## src/rtl/aurora_hls_nfc_ctrl.sv

```systemverilog
// rtl/aurora_hls_nfc_ctrl.sv - Aurora native flow control (XOFF/XON) requester driven by RX FIFO fill level
//
// Watches the RX FIFO occupancy and asks the link partner to stop (XOFF, 16'hFFFF)
// when it climbs to FULL_THRESH, and to resume (XON, 16'h0000) once it drains to
// EMPTY_THRESH. While the partner is held off, XOFF is re-sent every
// REFRESH_CYCLES cycles so a lost request cannot leave the partner running.
//
// Ports:
//   clk                 rising-edge clock
//   rst_n               synchronous active-low reset
//   counter_reset       synchronous clear of the statistics counters only
//   nfc_enable          flow control enable; low suppresses new XOFF and releases a pause
//   fifo_rx_fill_level  current RX FIFO occupancy
//   rx_tvalid           RX data beat valid (counted while paused)
//   s_axi_nfc_tready    NFC sink ready
//   s_axi_nfc_tvalid    NFC request valid
//   s_axi_nfc_tdata     NFC word, bit 0 is the MSB
//   paused              high while the link partner is being held off
//   xoff_count          first XOFF handshakes from RUN
//   xon_count           XON handshakes
//   refresh_count       refresh XOFF handshakes
//   paused_beat_count   RX beats seen while paused
module aurora_hls_nfc_ctrl #(
    parameter int FILL_WIDTH     = 10,
    parameter int FULL_THRESH    = 768,
    parameter int EMPTY_THRESH   = 256,
    parameter int REFRESH_CYCLES = 4096,
    parameter int COUNT_WIDTH    = 32
) (
    input  logic                   clk,
    input  logic                   rst_n,
    input  logic                   counter_reset,
    input  logic                   nfc_enable,
    input  logic [FILL_WIDTH-1:0]  fifo_rx_fill_level,
    input  logic                   rx_tvalid,
    input  logic                   s_axi_nfc_tready,
    output logic                   s_axi_nfc_tvalid,
    output logic [0:15]            s_axi_nfc_tdata,
    output logic                   paused,
    output logic [COUNT_WIDTH-1:0] xoff_count,
    output logic [COUNT_WIDTH-1:0] xon_count,
    output logic [COUNT_WIDTH-1:0] refresh_count,
    output logic [COUNT_WIDTH-1:0] paused_beat_count
);

    localparam logic [FILL_WIDTH-1:0]  FULL_LVL  = FILL_WIDTH'(FULL_THRESH);
    localparam logic [FILL_WIDTH-1:0]  EMPTY_LVL = FILL_WIDTH'(EMPTY_THRESH);
    localparam logic [COUNT_WIDTH-1:0] COUNT_MAX = '1;

    // The timer only has to hold 0 .. REFRESH_CYCLES-1.
    localparam int               TW           = (REFRESH_CYCLES > 2) ? $clog2(REFRESH_CYCLES) : 1;
    localparam bit               REFRESH_EN   = (REFRESH_CYCLES > 0);
    localparam logic [TW-1:0]    REFRESH_LAST = TW'((REFRESH_CYCLES > 0) ? REFRESH_CYCLES - 1 : 0);

    localparam logic [0:15] XOFF_WORD = 16'hFFFF;
    localparam logic [0:15] XON_WORD  = 16'h0000;

    typedef enum logic [2:0] {
        ST_RESET,
        ST_RUN,
        ST_SEND_XOFF,
        ST_PAUSED,
        ST_SEND_XON
    } state_t;

    state_t          state;
    logic            refresh_xoff;   // the XOFF in flight is a refresh, not the first one
    logic [TW-1:0]   refresh_timer;

    logic above_full;
    logic below_empty;

    assign above_full  = (fifo_rx_fill_level >= FULL_LVL);
    assign below_empty = (fifo_rx_fill_level <= EMPTY_LVL);

    always_ff @(posedge clk) begin
        if (!rst_n) begin
            state            <= ST_RESET;
            s_axi_nfc_tvalid <= 1'b0;
            s_axi_nfc_tdata  <= XON_WORD;
            paused           <= 1'b0;
            refresh_xoff     <= 1'b0;
            refresh_timer    <= '0;
        end else begin
            case (state)
                ST_RESET: begin
                    state <= ST_RUN;
                end
                ST_RUN: begin
                    if (nfc_enable && above_full) begin
                        state            <= ST_SEND_XOFF;
                        s_axi_nfc_tvalid <= 1'b1;
                        s_axi_nfc_tdata  <= XOFF_WORD;
                        paused           <= 1'b1;
                        refresh_xoff     <= 1'b0;
                    end
                end
                ST_SEND_XOFF: begin
                    // tvalid is held high here, so tready alone completes the handshake.
                    if (s_axi_nfc_tready) begin
                        state            <= ST_PAUSED;
                        s_axi_nfc_tvalid <= 1'b0;
                        refresh_timer    <= '0;
                    end
                end
                ST_PAUSED: begin
                    // Releasing the partner wins over a refresh due in the same cycle.
                    if (below_empty || !nfc_enable) begin
                        state            <= ST_SEND_XON;
                        s_axi_nfc_tvalid <= 1'b1;
                        s_axi_nfc_tdata  <= XON_WORD;
                    end else if (REFRESH_EN && (refresh_timer == REFRESH_LAST)) begin
                        state            <= ST_SEND_XOFF;
                        s_axi_nfc_tvalid <= 1'b1;
                        s_axi_nfc_tdata  <= XOFF_WORD;
                        refresh_xoff     <= 1'b1;
                    end else begin
                        refresh_timer <= refresh_timer + 1'b1;
                    end
                end
                ST_SEND_XON: begin
                    if (s_axi_nfc_tready) begin
                        state            <= ST_RUN;
                        s_axi_nfc_tvalid <= 1'b0;
                        paused           <= 1'b0;
                    end
                end
                default: begin
                    state            <= ST_RESET;
                    s_axi_nfc_tvalid <= 1'b0;
                    paused           <= 1'b0;
                end
            endcase
        end
    end

    logic xoff_hs;
    logic refresh_hs;
    logic xon_hs;
    logic beat_hit;

    assign xoff_hs    = (state == ST_SEND_XOFF) && s_axi_nfc_tready && !refresh_xoff;
    assign refresh_hs = (state == ST_SEND_XOFF) && s_axi_nfc_tready &&  refresh_xoff;
    assign xon_hs     = (state == ST_SEND_XON)  && s_axi_nfc_tready;
    assign beat_hit   = rx_tvalid && paused;

    function automatic logic [COUNT_WIDTH-1:0] sat_inc(input logic [COUNT_WIDTH-1:0] cnt,
                                                       input logic                   hit);
        return (hit && (cnt != COUNT_MAX)) ? cnt + 1'b1 : cnt;
    endfunction

    // counter_reset takes precedence over any increment landing in the same cycle.
    always_ff @(posedge clk) begin
        if (!rst_n || counter_reset) begin
            xoff_count        <= '0;
            xon_count         <= '0;
            refresh_count     <= '0;
            paused_beat_count <= '0;
        end else begin
            xoff_count        <= sat_inc(xoff_count, xoff_hs);
            xon_count         <= sat_inc(xon_count, xon_hs);
            refresh_count     <= sat_inc(refresh_count, refresh_hs);
            paused_beat_count <= sat_inc(paused_beat_count, beat_hit);
        end
    end

endmodule

```

## config.mk

```make
export PLATFORM = sky130hd
export DESIGN_NAME = aurora_hls_nfc_ctrl
export DESIGN_NICKNAME = d
export VERILOG_FILES = /design/src/rtl/aurora_hls_nfc_ctrl.sv
export SDC_FILE = /design/constraint.sdc
export NUM_CORES = 1
export LEC_CHECK = 0
export CORE_UTILIZATION = 56
export DETAILED_ROUTE_END_ITERATION = 10
export GPL_ROUTABILITY_DRIVEN = 0
export PLACE_DENSITY = 0.84
export SLEW_MARGIN = 15
export SYNTH_ARGS = -nofsm -noshare
export SYNTH_HDL_FRONTEND = slang
export SYNTH_SLANG_ARGS = --single-unit
```

## constraint.sdc

```tcl
create_clock -name clk -period 5.8 [get_ports clk]
set_input_delay 1.16 -clock clk [delete_from_list [all_inputs] [get_ports clk]]
set_output_delay 1.16 -clock clk [all_outputs]
set_load 0.02 [all_outputs]
```

**Word-level counts from Yosys, hierarchy flattened**

Cells that the tools add are included.
W data, S select, Z words.

- Reductions and logical operators: 26
- Bitwise gates (word level): 2
- Order comparisons: 2
- Add/sub/neg operators: 5
- Mux-type cells: 23
- Equality and inequality tests: 17

Operators by type and width:

| operator | number |
|---|---|
| $add A32 B1 Y32 const B | 4 |
| $ne A32 B32 Y1 const B | 4 |
| $mux W16 | 3 |
| $mux W12 | 3 |
| $pmux W16 S2 | 1 |
| $pmux W12 S2 | 1 |
| $reduce_and A4 Y1 | 4 |
| $mux W3 | 5 |
| $pmux W3 S5 | 1 |
| $add A12 B1 Y12 const B | 1 |
| $eq A12 B12 Y1 const B | 1 |
| $ne A2 B2 Y1 const B | 6 |
| $ge A10 B10 Y1 const B | 1 |
| $le A10 B9 Y1 const B | 1 |
| $logic_and A1 B1 Y1 | 10 |
| $eq A3 B2 Y1 const B | 2 |
| $mux W1 | 6 |
| $reduce_and A3 Y1 | 2 |
| $pmux W1 S4 | 1 |
| $reduce_bool A2 Y1 | 2 |
| $eq A3 B1 Y1 const B | 1 |
| $eq A3 B3 Y1 const B | 1 |
| $logic_not A1 Y1 | 3 |
| $logic_not A3 Y1 | 1 |
| 8 further kinds | 10 |

- Register bits: 162
- Bits of input ports: 16

**Logic depth before layout (Yosys ltp)**

- Depth in word-level cells: 4
- Depth in mapped cells: 8
- Depth with buffers taken out: 6

**Worst setup path before layout**

No wires, ideal clock.

- Path type: input to register
- From: input fifo_rx_fill_level[4]
- To: register refresh_timer[10]
- Arrival: 2.660 ns
- Data required time: 5.725 ns
- Setup slack: 3.065 ns
- Library setup time: 0.075 ns
- Cell stages on the path: 5
- Buffers on the path: 0
- Path through: or4_1 o211ai_1 a211o_1 nand3_1 a31oi_1

- Longest elaborated chain between the ends: 4

RTL lines:

| item | RTL line | text |
|---|---|---|
| start, declared | 34 | `input logic [FILL_WIDTH-1:0] fifo_rx_fill_level,` |
| $le A10 B9 Y1 | 74 | `assign below_empty = (fifo_rx_fill_level <= EMPTY_LVL);` |
| $logic_or A1 B1 Y1 | 108 | `if (below_empty \|\| !nfc_enable) begin` |
| $ne A2 B2 Y1 (no line) | n/a |  |
| $reduce_and A4 Y1 (no line) | n/a |  |
| end signal, assigned | 118 | `refresh_timer <= refresh_timer + 1'b1;` |
| end, declared | 68 | `logic [TW-1:0] refresh_timer;` |

No other way between the ends.
A chain may end at the register's enable or synchronous reset.

**Final worst setup path**

- From: input s_axi_nfc_tready
- To: register xoff_count[26]

- Longest elaborated chain between the ends: 3

RTL lines:

| item | RTL line | text |
|---|---|---|
| start, declared | 36 | `input logic s_axi_nfc_tready,` |
| $logic_and A1 B1 Y1 (2 in series) | 142 | `assign xoff_hs = (state == ST_SEND_XOFF) && s_axi_nfc_tready && !refresh_xoff;` |
| $logic_and A1 B1 Y1 | 149 | `return (hit && (cnt != COUNT_MAX)) ? cnt + 1'b1 : cnt;` |
| end signal, assigned | 160 | `xoff_count <= sat_inc(xoff_count, xoff_hs);` |
| end, declared | 40 | `output logic [COUNT_WIDTH-1:0] xoff_count,` |

No other way between the ends.

==> flow_metrics.py <==
metrics = {
    "timing": {
        "skew_ps": 6.90,
        "fin_crit_ps": 3360,
        "rsz0062_at_grt": "false",
        "fin_crit_sh_pct": 57.9,
        "clock.fmax_mhz": 298,
        "finalHoldViolations": 0,
        "fin_tns_setup_ps": 0,
        "worst_pin_slew_ps": 1030,
        "finalSetupViolCount": 0,
        "maxSlewViolCount": 0,
        "maxSlewHeadroom_pct": 31.5,
    },
    "logic_synthesis": {
        "synth_cell_type_count": 62,
        "synth_cells": 930,
        "ys.flop_type": "dfxtp_1",
        "synth-warning-count": 0,
        "synthArstFlopShare_pct": 0,
        "synth_seq_cells": 147,
        "ys_top_cells_by_area": "dfxtp_1 39%, a21oi_1 5.0%, nand2_1 4.0%, or3_1 3.9%, nand3_1 3.7%",
        "yosysTopAreaCell": "dfxtp_1",
        "syn_area_sq_um": 7610,
        "seq_area_frac_synth_pct": 38.7,
        "synth_nets": 951,
        "syn-mean-instance-area_sq_um": 8.18,
        "yosysTopAreaCellShare_pct": 38.7,
        "synth_edf_count": 0,
    },
    "cts": {
        "path_clk_slew_ps": 60,
        "htree_levels": 4,
        "ctsHoldBuffers": 0,
        "cts_buffers": 17,
        "cts-root-buf": "clkbuf_16",
        "cts.sinks": 147,
        "cts_tree": "built",
        "cts_setup_buffers": 0,
        "post_cts_resized": 0,
        "clkLatencyLatePin_ps": 420,
        "cts.path.max_buffers": 2,
    },
    "floorplanning": {
        "die_y_um": 119,
        "pin_count": 162,
        "die_area_sq_um": 14100,
        "core_sq_um": 13200,
        "die_w_um": 119,
        "rows": 42,
        "initial_core_util_pct": 57.4,
    },
    "critical_path": {
        "required_ps": 6140,
        "regToRegSetupSlack_ps": 3140,
        "cp_max_fo": 11,
        "worstSetupPathType": "in -> reg",
        "cp.arrival_ps": 3700,
        "reg2reg_to": "xoff_count[26]$_SDFFE_PP0P_",
        "r2r-start": "state[1]$_SDFFE_PN0P_",
        "cp-end-kind": "flip-flop",
        "worstSetupStartpointType": "input pin",
        "ff2ff_path_depth": 5,
    },
    "drt": {
        "ant_nets": 0,
        "via_count": 7749,
        "firstDrtPassIters": 5,
        "drtIter0Drc": 882,
        "wl_um": 19600,
        "wire_per_inst_um": 15.8,
        "via_per_inst": 6.24,
        "remaining_drc_errors": 0,
    },
    "run": {
        "maxCapViolations": 0,
    },
    "power_and_ir_drop": {
        "leakage_uw": 0.00306,
        "p_sw_share_pct": 22.2,
        "powerDensity_nw_per_um2": 235,
        "p_int_uw": 1790,
        "ir_drop_mv": 0.199,
        "totalPowerFinal_uw": 2310,
        "pwr-share-seq_pct": 45.0,
        "p_switching_uw": 513,
        "pwr-share-clk_pct": 49.3,
        "p_comb_share_pct": 5.7,
    },
    "placement": {
        "port-buffer-count": 161,
        "hpwl_um": 13300,
    },
    "global_route": {
        "grt_use_total_pct": 27.5,
        "grt_max_degree": 45,
        "antenna_found_initial": 0,
        "globalRouteOverflowTotal": 0,
        "grt_pass1_wl_um": 31900,
        "grt_pass1_vias": 6688,
    },
    "finish": {
        "nNetsFinal": 1074,
        "final_util_pct": 74.0,
        "num-fill-cells": 1007,
        "antenna_cells": 0,
        "area.growth.synth_to_final_pct": 28.8,
        "drive_gt1_share_pct": 5.25,
    },
    "worst_hold_path": {
        "hold_path_class": "reg -> reg",
        "hp-start": "refresh_timer[11]$_SDFFE_PN0P_",
        "holdPathEnd": "refresh_timer[11]$_SDFFE_PN0P_",
        "min_delay_path_depth": 1,
    },
    "status": {
        "status": "completed",
    },
}
-- cell families (layout without fill, tap and decap cells) --
| group | Yosys count | after routing | synth area share (%) |
|---|---|---|---|
| simple gates | 406 | 406 | 29.4 |
| xor+xnor | 38 | 38 | 4.38 |
| fa+ha+maj | 5 | 5 | 0.823 |
| mux | 8 | 8 | 1.05 |
| buf+inv | 81 | 217 | 5.05 |
| flops | 147 | 147 | 38.7 |
| compound gates | 245 | 245 | 20.6 |
-- worst max-delay path, stage by stage --
cell and delay [ps]:
clkdlybuf4s50_1 600, nand4bb_1 460, nor2_1 390, o2111ai_1 450, or3_1 480, a21oi_1 150
-- area by class of cell --
class	instances	area (sq um)	area share [%]
multi-input combinational	702	4300	43.9
sequential	147	2940	30.0
timing repair buffer	166	1650	16.8
clock buffer	25	495	5.06
tap	176	220	2.25
clock inverter	7	121	1.24
inverter	19	71.3	0.728
-- placed cells by master, fill, tap and decap left out, types with 5 or more instances in the layout --
master | Yosys | final
o21a_1 | 5 | 5
and4_1 | 14 | 14
o21ai_1 | 6 | 6
o31ai_1 | 18 | 18
nor4_1 | 12 | 12
or4_1 | 26 | 26
or3_1 | 47 | 47
mux2i_1 | 8 | 8
o211ai_1 | 6 | 6
nand2_1 | 82 | 82
and3_1 | 19 | 19
o21ai_0 | 49 | 49
xor2_1 | 7 | 7
nand2b_1 | 8 | 7
dfxtp_1 | 147 | 147
nand3_1 | 56 | 56
buf_4 | 17 | 5
nand4_1 | 32 | 32
inv_1 | 19 | 19
nor3_1 | 10 | 10
nor2_1 | 67 | 67
ha_1 | 5 | 5
a41oi_1 | 5 | 5
xnor2_1 | 31 | 31
clkdlybuf4s50_1 | 0 | 161
a41o_1 | 10 | 10
and2_1 | 7 | 7
a211oi_1 | 11 | 10
a21oi_1 | 76 | 76
a31oi_1 | 31 | 31
clkbuf_16 | 0 | 17
-- power groups by stage --
| stage | Clock, uW | Combinational, uW | Sequential [uW] |
|---|---|---|---|
| global placement | 0 | 128 | 1060 |
| finish | 1140 | 131 | 1040 |
| global route | 1190 | 142 | 1040 |
| floorplan | 0 | 93.4 | 1050 |
| detailed placement | 0 | 128 | 1060 |
| CTS | 1150 | 130 | 1040 |
-- Yosys cell counts, types with 26 or more instances --
| library cell | instances |
|---|---|
| or3_1 | 47 |
| nor2_1 | 67 |
| xnor2_1 | 31 |
| clkbuf_1 | 37 |
| a21oi_1 | 76 |
| nand4_1 | 32 |
| o21ai_0 | 49 |
| nand2_1 | 82 |
| dfxtp_1 | 147 |
| or4_1 | 26 |
| a31oi_1 | 31 |
| nand3_1 | 56 |
-- how the worst max path moves through the flow --
stage / startpoint / to / slack [ps] / cells after the start
global placement: s_axi_nfc_tready / refresh_count[28]$_SDFFE_PP0P_ / 2210 / 6
detailed placement: s_axi_nfc_tready / refresh_count[28]$_SDFFE_PP0P_ / 2100 / 6
CTS: s_axi_nfc_tready / xoff_count[26]$_SDFFE_PP0P_ / 2500 / 6
floorplan: fifo_rx_fill_level[4] / refresh_timer[10]$_SDFFE_PN0P_ / 3070 / 5
finish: s_axi_nfc_tready / xoff_count[26]$_SDFFE_PP0P_ / 2440 / 6
global route: s_axi_nfc_tready / refresh_count[28]$_SDFFE_PP0P_ / 2280 / 6
-- per-layer routing --
metal / vias to the layer above / routed length [um] / track usage (%)
li1: 3735 / - / -
met1: 3656 / 8740 / 36.4
met2: 327 / 9250 / 44.6
met3: 31 / 1360 / 5.41
met4: 0 / 263 / 9.81
met5: - / 0 / 0
-- sequential cells by signal, summed over array words and instances (netlist names) --
name and count:
paused 1, paused_beat_count 32, refresh_count 32, refresh_timer 12, refresh_xoff 1, s_axi_nfc_tdata 1
s_axi_nfc_tvalid 1, state 3, xoff_count 32, xon_count 32
-- metrics by stage --
step	setup slack (ps)	area (sq um)	hold slack, ps	instances
2_1_floorplan	3070	7610	439	930
3_3_place_gp	2210	9180	459	1210
3_5_place_dp	2100	9180	474	1210
4_1_cts	2500	9790	485	1242
5_1_grt	2280	9800	519	1242
6_report	2440	9800	487	1242
(Power assumes the default switching activity.)
